<file path="config.mk">
export PLATFORM = sky130hd
export DESIGN_NAME = status_led_pwm
export DESIGN_NICKNAME = d
export VERILOG_FILES = /design/src/rtl/status_led_pwm.sv
export SDC_FILE = /design/constraint.sdc
export NUM_CORES = 1
export LEC_CHECK = 0
export ABC_AREA = 1
export CELL_PAD_IN_SITES_DETAIL_PLACEMENT = 1
export CELL_PAD_IN_SITES_GLOBAL_PLACEMENT = 2
export CORE_AREA = 2 2 92 94
export CTS_CLUSTER_SIZE = 16
export DETAILED_ROUTE_END_ITERATION = 8
export DIE_AREA = 0 0 94 96
export PLACE_DENSITY_LB_ADDON = 0.1
export SLEW_MARGIN = 0
export SYNTH_ARGS = -nofsm -noshare
export SYNTH_HDL_FRONTEND = slang
export SYNTH_SLANG_ARGS = --single-unit
</file>
<file path="constraint.sdc">
create_clock -name clock -period 2.7 [get_ports clock]
set_input_delay 0.54 -clock clock [delete_from_list [all_inputs] [get_ports clock]]
set_output_delay 0.54 -clock clock [all_outputs]
set_load 0.02 [all_outputs]
</file>
<file path="src/rtl/status_led_pwm.sv">
// Status LED dimmer: 16-step PWM per channel, with optional per-channel fading
// toward the target brightness when STATUS_LED_FADE_EN is defined.
module status_led_pwm #(
  parameter int unsigned PWM_PRESCALE = 16,
  parameter int unsigned FADE_DIV     = 4096
) (
  input  logic       clock,
  input  logic       nReset,
  input  logic [7:0] ledsIn,
  input  logic [3:0] brightness,
  input  logic       enable,
  output logic [7:0] ledsOut,
  output logic       fadeBusy
);

  generate
    if (PWM_PRESCALE < 1 || PWM_PRESCALE > 65535) begin : g_bad_prescale
      $error("PWM_PRESCALE out of range 1..65535");
    end
    if (FADE_DIV < 1 || FADE_DIV > 65535) begin : g_bad_fade_div
      $error("FADE_DIV out of range 1..65535");
    end
  endgenerate

  localparam logic [15:0] P_LAST = 16'(PWM_PRESCALE - 1);

  logic [15:0]     pCnt_reg, pCnt_next;
  logic [3:0]      pwmCnt_reg, pwmCnt_next;
  logic            pwmTick;
  logic [7:0][3:0] level_reg, level_next;
  logic [7:0][3:0] target;
  logic [7:0]      ledsOut_reg, ledsOut_next;
  logic            fadeBusy_reg, fadeBusy_next;

  always_comb begin
    pwmTick     = (pCnt_reg == P_LAST);
    pCnt_next   = pwmTick ? 16'd0 : pCnt_reg + 16'd1;
    pwmCnt_next = pwmCnt_reg + {3'd0, pwmTick};
    if (!enable) begin
      pCnt_next   = 16'd0;
      pwmCnt_next = 4'd0;
    end
  end

`ifdef STATUS_LED_FADE_EN
  localparam logic [15:0] F_LAST = 16'(FADE_DIV - 1);

  logic [15:0] fCnt_reg, fCnt_next;
  logic        fadeTick;
  logic [7:0]  busy_vec;

  always_comb begin
    fadeTick  = (fCnt_reg == F_LAST);
    fCnt_next = fadeTick ? 16'd0 : fCnt_reg + 16'd1;
    if (!enable) begin
      fCnt_next = 16'd0;
    end
  end

  always_ff @(posedge clock) begin
    if (!nReset) begin
      fCnt_reg <= 16'd0;
    end else begin
      fCnt_reg <= fCnt_next;
    end
  end

  assign fadeBusy_next = |busy_vec;
`else
  assign fadeBusy_next = 1'b0;
`endif

  genvar gi;
  generate
    for (gi = 0; gi < 8; gi++) begin : g_chan
      logic [3:0] lvl_next;
      logic       drive_next;

      assign target[gi] = ledsIn[gi] ? brightness : 4'd0;

      always_comb begin
        lvl_next = level_reg[gi];
`ifdef STATUS_LED_FADE_EN
        // One step per fade tick from wherever the level currently is, so a
        // target change mid-fade simply reverses direction without overshoot.
        if (fadeTick) begin
          if (level_reg[gi] < target[gi]) begin
            lvl_next = level_reg[gi] + 4'd1;
          end else if (level_reg[gi] > target[gi]) begin
            lvl_next = level_reg[gi] - 4'd1;
          end
        end
`else
        lvl_next = target[gi];
`endif
        if (!enable) begin
          lvl_next = 4'd0;
        end
        // Level 15 is forced fully on; otherwise on for `level` of 16 steps.
        drive_next = enable & ((level_reg[gi] == 4'd15) | (level_reg[gi] > pwmCnt_reg));
      end

      assign level_next[gi]   = lvl_next;
      assign ledsOut_next[gi] = drive_next;
`ifdef STATUS_LED_FADE_EN
      assign busy_vec[gi] = (lvl_next != target[gi]);
`endif
    end
  endgenerate

  always_ff @(posedge clock) begin
    if (!nReset) begin
      pCnt_reg     <= 16'd0;
      pwmCnt_reg   <= 4'd0;
      level_reg    <= '0;
      ledsOut_reg  <= 8'h00;
      fadeBusy_reg <= 1'b0;
    end else begin
      pCnt_reg     <= pCnt_next;
      pwmCnt_reg   <= pwmCnt_next;
      level_reg    <= level_next;
      ledsOut_reg  <= ledsOut_next;
      fadeBusy_reg <= fadeBusy_next;
    end
  end

  assign ledsOut  = ledsOut_reg;
  assign fadeBusy = fadeBusy_reg;

endmodule

</file>
Word level (Yosys, flattened, before mapping):

Cells that the tools add are included.

* register bits after elaboration: 60

* order comparisons: 8
* bitwise gates (word level): 18
* add/subtract/negate cells: 2
* reductions and logical operators: 10
* equality and inequality tests: 9

Operator list (count)
* equality test 4 bit, second input constant: 8
* greater-than comparator 4 bit: 8
* AND reduction 3 bit: 8
* adder 16 x 1 -> 16 bit, second input constant: 1
* equality test 16 x 4 -> 1 bit, second input constant: 1
* AND 1 bit: 8
* OR 1 bit: 8
* adder 4 x 1 -> 4 bit: 1
* OR reduction 3 bit: 1
* NOT 1 bit: 2
* AND reduction 2 bit: 1

Depth between registers and ports, before layout:

Gate-level depths: netlist of the first run.

* depth in word-level cells: 3
* mapped depth: 8

Worst setup path before layout of the first run:

No wires, ideal clock.

* path kind: register to register
* start: register pCnt_reg[0]
* end: register pwmCnt_reg[2]
* clock period less this slack: 1.731 ns
* arrival time: 1.603 ns
* path slack: 0.969 ns
* stages on the path, launching flop included: 9
* setup time: 0.128 ns
* cells stage by stage: dfxtp_1 ha_1 nand3_2 or2_2 nor4_2 ha_1 ha_1 xnor2_1 nor2_1

* cells in the longest elaborated chain, start to end: 2

Ends and longest elaborated chain
* start: declaration: line 27 `logic [15:0] pCnt_reg, pCnt_next;`
* start signal: assignment: line 119 `pCnt_reg <= pCnt_next;`
* equality test 16 x 4 -> 1 bit: line 36 `pwmTick = (pCnt_reg == P_LAST);`
* adder 4 x 1 -> 4 bit: line 38 `pwmCnt_next = pwmCnt_reg + {3'd0, pwmTick};`
* end signal: assignment: line 120 `pwmCnt_reg <= pwmCnt_next;`
* end: declaration: line 28 `logic [3:0] pwmCnt_reg, pwmCnt_next;`

Every way passes these cells.
A chain may end at the register's enable or synchronous reset.

Worst setup path after layout of the first run:

* start: register pCnt_reg[0]
* end: register pwmCnt_reg[3]

Same word-level chain as after synthesis.

==> results of run 1 <==
## Yosys cell counts
cell       n
a21oi_2    3
buf_4      1
nand4_1   12
o21bai_1   8
o21ai_0    1
nor2_2    11
clkinv_1   1
or2_2      2
nand2_4    1
nand3b_1   1
xnor2_1    4
inv_1     44
nand2_1   70
buf_12     1
nor4_2     1
dfxtp_1   60
o21ai_1    1
a21oi_1   23
nand2_2    2
nand3_2    2
nor2_1    52
nand3_1   20
xor2_1     1
conb_1     1
clkbuf_1   1
ha_1      35
## routing by layer
metal	vias to the layer above	GRT usage, %	share of wire [%]
li1	1219	-	-
met1	1078	18.0	43
met2	21	32.6	52
met3	11	3.13	2.4
met4	0	8.70	2.1
met5	-	0	0
## critical path: cells and delay by family (launching register included)
family | cells | cell delay, ns
and+or+nand+nor | 4 | 0.72
adders and majority gates | 2 | 0.48
AOI/OAI and AO/OA | 2 | 0.21
DFF | 1 | 0.40
## power groups by stage
stage | Clock [uW] | Combinational, uW | Sequential, uW
6_report | 786 | 120 | 913
5_1_grt | 853 | 140 | 914
4_1_cts | 812 | 124 | 913
3_5_place_dp | 0 | 124 | 933
3_3_place_gp | 0 | 121 | 933
2_1_floorplan | 0 | 70.7 | 936
## logic make-up after synthesis
kind of cell    Yosys count  synth area share (%)
fa+ha+maj                35                  15.2
xor+xnor                  5                  1.52
flops                    60                  41.8
buf+inv                  48                  6.96
compound gates           36                  7.35
simple gates            174                  27.1
other cells               1                 0.130
## final cells by class
type                            count  area [um2]
Fill cell                         992        4660
Multi-Input combinational cell    251        1480
Sequential cell                    60        1200
Timing Repair Buffer               23         228
Inverter                           45         169
Clock buffer                       13         149
Tap cell                          105         131
Clock inverter                      2        35.0
## per-stage QoR
stage / hold slack [ns] / std cells / power, uW / utilization, %
floorplan: 0.449 / 359 / 1010 / -
global placement: 0.461 / 484 / 1050 / 39.8
detailed placement: 0.474 / 484 / 1060 / 39.8
CTS: 0.485 / 499 / 1850 / 42.1
global route: 0.507 / 499 / 1910 / 42.1
finish: 0.476 / 499 / 1820 / 42.1
## final timing paths
check / to / slack (ns) / cells after the start
max: pwmCnt_reg[3] / 0.76 / 8
min: ledsOut[7] / 0.48 / 2
max reg2reg: pwmCnt_reg[3] / 0.76 / 8
min reg2reg: ledsOut[7] / 0.48 / 2
==> qor.yml, run 1 <==
final_common_cell: "nand2_1"
peakVddDrop_v: 0.000264
cts_tree: "yes"
comb_power_share_pct: 6.6
finalCriticalPeriod_ns: 1.94
cts_buffers: 9
p_int_uw: 1400
cts_sinks: 60
grt_pass1_wl_mm: 11.4
cts_resized: 0
slew_viol_final: 0
vias: 2329
max_stage_delay_ns: 0.40
viasPerCell: 4.67
nNetsFinal: 440
yosysTopAreaCellShare_pct: 41.8
critPathCaptureType: "flip-flop"
layout-drive-gt1-share_pct: 8.88
crit_start: "pCnt_reg[0]"
grt_remaining_overflow: 0
dp_hpwl_mm: 4.99
cap_violations: 0
diodes: 0
synth_top_area_cell: "dfxtp_1"
place_ws_ns: 0.683
yosys-top-cells-area: "dfxtp_1 (42%), ha_1 (15%), nand2_1 (9.1%)"
ctsHoldBuffers: 0
setup_violations: 0
p_leak_uw: 0.00144
place.gp.congestion: 0.754
final_antenna_net_count: 0
cp-start-kind: "flip-flop"
finalSetupTns_ns: 0
mostFrequentLayoutCells: "nand2_1 (70), dfxtp_1 (60), nor2_1 (52)"
io_buffers: 22
cp_common_cell: "ha_1"
synthCells: 359
seq_power_share_pct: 50.2
clkPwrFrac_pct: 43.2
path_cells: "ha_1 -> nand3_2 -> or2_2 -> nor4_2 -> ha_1 -> nand3_1 -> o21ai_0 -> a21oi_1"
min-delay-start: "level_reg[28]"
p_per_area_nw_per_um2: 537
dieHeight_um: 96
grt_max_degree: 17
yosysUniqueCellTypes: 26
start_util_pct: 35.7
ys_ff_latch: 60
critPathSlowestCell: "dfxtp_1"
yosysWarningCount: 0
h-tree-depth: 3
ios: 24
hp-class: "flip-flop to flip-flop"
syn_area_um2: 2880
dieArea_um2: 9020
wirelength_mm: 6.81
cts_buffer_depth: 2
switching_share_pct: 22.9
dr.pass1.iters: 4
worstReg2RegStart: "pCnt_reg[0]"
path_class: "flip-flop to flip-flop"
p_switching_uw: 417
final.period_utilization_pct: 71.7
arrival_ns: 2.14
relSlewSlack_pct: 66.4
die_w_um: 94
drcViolationCount: 0
grt_pass1_vias: 2459
cts_root_buf: "clkbuf_8"
fin_ws_ns: 0.764
syn-num-nets: 409
clock_latency_ns: 0.34
worstMarginPinSlew_ns: 0.504
drt-initial-drc-count: 27
clock.fmax_mhz: 517
clk_pin_slew_ns: 0.07
placed_cell_area_um2: 3200
rsz0062_at_grt: "false"
track_usage_pct: 17.1
cp_data_required_time_ns: 2.91
area_growth_pct: 17.8
core-area_um2: 8050
hold_viol: 0
cts_setup_buffers: 0
synth_area_per_cell_um2: 8.01
wl_per_cell_um: 13.6
final_area_um2: 3390
fp-row-count: 33
largest_register_ffs: 32
status: "finished, final reports clean"
crit_fanout: 4
yosysSeqAreaShare_pct: 41.8
skew_ns: 0.0102
antenna_found_initial: 0
Note: power is estimated with default switching activity, not from simulation.
==> run 2: changes to the inputs <==
--- a/config.mk
+++ b/config.mk
@@ -8,10 +8,10 @@
 export ABC_AREA = 1
 export CELL_PAD_IN_SITES_DETAIL_PLACEMENT = 1
 export CELL_PAD_IN_SITES_GLOBAL_PLACEMENT = 2
-export CORE_AREA = 2 2 92 94
+export CORE_AREA = 2 2 100 102
 export CTS_CLUSTER_SIZE = 16
 export DETAILED_ROUTE_END_ITERATION = 8
-export DIE_AREA = 0 0 94 96
+export DIE_AREA = 0 0 102 104
 export PLACE_DENSITY_LB_ADDON = 0.1
 export SLEW_MARGIN = 0
 export SYNTH_ARGS = -nofsm -noshare
==> constraint.sdc (replaced) <==
create_clock -name clock -period 1.6 [get_ports clock]
set_input_delay 0.32 -clock clock [delete_from_list [all_inputs] [get_ports clock]]
set_output_delay 0.32 -clock clock [all_outputs]
set_load 0.02 [all_outputs]
==> run 2 against run 1 <==
  * Core utilization fell by 3.7 points
  * Total power rose by 70%
  * Worst hold slack improved by 0.0040 ns
  * Worst setup slack got worse by 0.75 ns
  * Final cell count rose by 9.8%
  * Combinational power rose by 77%
  * Non-clock buffer count rose by 21
  * Clock power rose by 72%
  * Sequential cell count did not move
  * Clock skew fell by 0.0043 ns
  * Routed wire length rose by 3.5%
==> qor.yml, run 2 (synthesized netlist as in run 1, its figures left out) <==
core-area_um2: 9550  # +19%
clk_pin_slew_ns: 0.07  # about the same
clock.fmax_mhz: 629  # +22%
crit_start: "pCnt_reg[1]"
comb_power_share_pct: 6.8  # +0.2 points
setup_violations: 0  # unchanged
layout-drive-gt1-share_pct: 16.6  # +7.7 points
regArea_um2: 1210  # +0.73%
nNetsFinal: 461  # +4.8%
h-tree-depth: 3  # unchanged
switching_share_pct: 23.8  # +0.87 points
clkPwrFrac_pct: 43.6  # +0.4 points
p_leak_uw: 0.00164  # +14%
hold_viol: 0  # unchanged
finalSetupTns_ns: 0  # unchanged
final_area_um2: 3660  # +8.1%
dieArea_um2: 10600  # +18%
min-delay-start: "level_reg[20]"
rsz0062_at_grt: "true"
dieHeight_um: 104  # +8.3%
placed_cell_area_um2: 3400  # +6.2%
wirelength_mm: 7.05  # +3.5%
diodes: 0  # unchanged
io_buffers: 22  # unchanged
final_antenna_net_count: 0  # unchanged
cp-start-kind: "flip-flop"
grt_remaining_overflow: 0  # unchanged
mostFrequentLayoutCells: "nand2_1 (70), dfxtp_1 (57), nor2_1 (52)"
fp-row-count: 36  # +9.1%
crit_fanout: 2  # -2
antenna_found_initial: 0  # unchanged
cts_buffer_depth: 2  # unchanged
final_cells: 548  # +9.8%
worstReg2RegStart: "pCnt_reg[1]"
arrival_ns: 1.80  # -0.34 ns
wl_per_cell_um: 12.9  # -5.8%
fillCellCount: 1179  # +19%
ios: 24  # unchanged
critPathCaptureType: "flip-flop"
grt_pass1_vias: 2585  # +5.1%
clock_latency_ns: 0.33  # about the same
dp_hpwl_mm: 5.33  # +6.8%
multiInputGateArea_um2: 1530  # +3.5%
p_int_uw: 2360  # +68%
vias: 2422  # +4.0%
start_util_pct: 30.1  # -5.6 points
cts_tree: "yes"
dp.cells: 531  # +9.7%
cts_sinks: 60  # unchanged
grt_pass1_wl_mm: 12.1  # +6.1%
track_usage_pct: 14.7  # -2.4 points
cap_violations: 0  # unchanged
ff2ff_path_depth: 8  # unchanged
min_path_cells: 2  # unchanged
p_per_area_nw_per_um2: 846  # +58%
dr.pass1.iters: 4  # unchanged
status: "finished, final reports clean"
p_switching_uw: 737  # +77%
peakVddDrop_v: 0.000293  # +11%
drcViolationCount: 0  # unchanged
area_growth_pct: 27.3
skew_ns: 0.00588  # -0.00429 ns
finalCriticalPeriod_ns: 1.59  # -0.346 ns
largest_register_ffs: 32  # unchanged
place.gp.congestion: 0.734  # -2.6%
path_class: "flip-flop to flip-flop"
die_w_um: 102  # +8.5%
drt-initial-drc-count: 39  # +44%
hp-class: "flip-flop to flip-flop"
cp_data_required_time_ns: 1.82  # -1.09 ns
viasPerCell: 4.42  # -5.3%
cts_root_buf: "clkbuf_8"
cts_buffers: 9  # unchanged
final.period_utilization_pct: 99.3  # +28 points
slew_viol_final: 0  # unchanged
final_common_cell: "nand2_1"
grt_max_degree: 17  # unchanged
seq_power_share_pct: 49.6  # -0.6 points
-- run 2: cell types whose count changed in the layout (fill, tap and decap cells not counted), sizes merged, moves of 2 or more --
cell,delta
dlymetal6s2s,+5
clkdlybuf4s50,-6
clkinvlp,+2
clkbuf,-3
buf,+21
clkinv,+2
-- run 2: timing repair --
| action | in CTS | in global routing |
|---|---|---|
| setup endpoints to repair | 4 | 16 |
| pin swaps | 1 | 3 |
| gates resized for setup | 4 | 11 |
| setup buffers | 0 | 2 |
| hold buffers | 0 | 0 |
-- run 2: path summary, 6_finish.rpt --
path | to | slack, ns
max reg2reg | pwmCnt_reg[2] | 0.01
max | pwmCnt_reg[2] | 0.01
min reg2reg | ledsOut[5] | 0.48
min | ledsOut[5] | 0.48
-- run 2: stage by stage --
| stage | power, uW | utilization (%) | worst slack (ns) | hold WS, ns |
|---|---|---|---|---|
| final | 3100 | 38.4 | 0.0105 | 0.480 |
| after global routing | 3260 | 38.4 | -0.0383 | 0.517 |
| after CTS | 3170 | 37.9 | -0.00661 | 0.485 |
| after detailed placement | 1790 | 35.7 | -0.0452 | 0.471 |
| after global placement | 1790 | 35.7 | 0.0281 | 0.471 |
| after floorplan | 1700 | - | 0.0223 | 0.429 |
-- run 2: layout make-up --
type	count	share of cell area, %
inverters	45	4.71
flip-flops and latches	60	33.0
repair buffers	44	10.8
clock buffers	10	3.76
clock inverters	5	1.43
well taps	133	4.54
multi-input cells	251	41.7
-- run 2: power groups by stage --
stage	registers, uW	logic [uW]	clock network, uW
floorplan	1580	120	0
global placement	1570	215	0
detailed placement	1570	219	0
CTS	1540	219	1410
global route	1540	246	1470
finish	1540	212	1350
-- run 2: worst max-delay path, cell delays in order, from the launching register on --
cell and delay, ns:
dfxtp_2 0.36, ha_4 0.14, nand3_2 0.06, or2_4 0.24, nor4_4 0.14, ha_2 0.25
ha_4 0.14, xnor2_2 0.10, nor2_1 0.05
-- run 2: per-layer routing --
metal | vias up | GRT usage (%) | wire length, um
met4 | 0 | 4.00 | 74
li1 | 1260 | - | -
met2 | 15 | 25.1 | 3510
met5 | - | 0 | 0
met1 | 1140 | 17.9 | 3290
met3 | 7 | 4.03 | 170
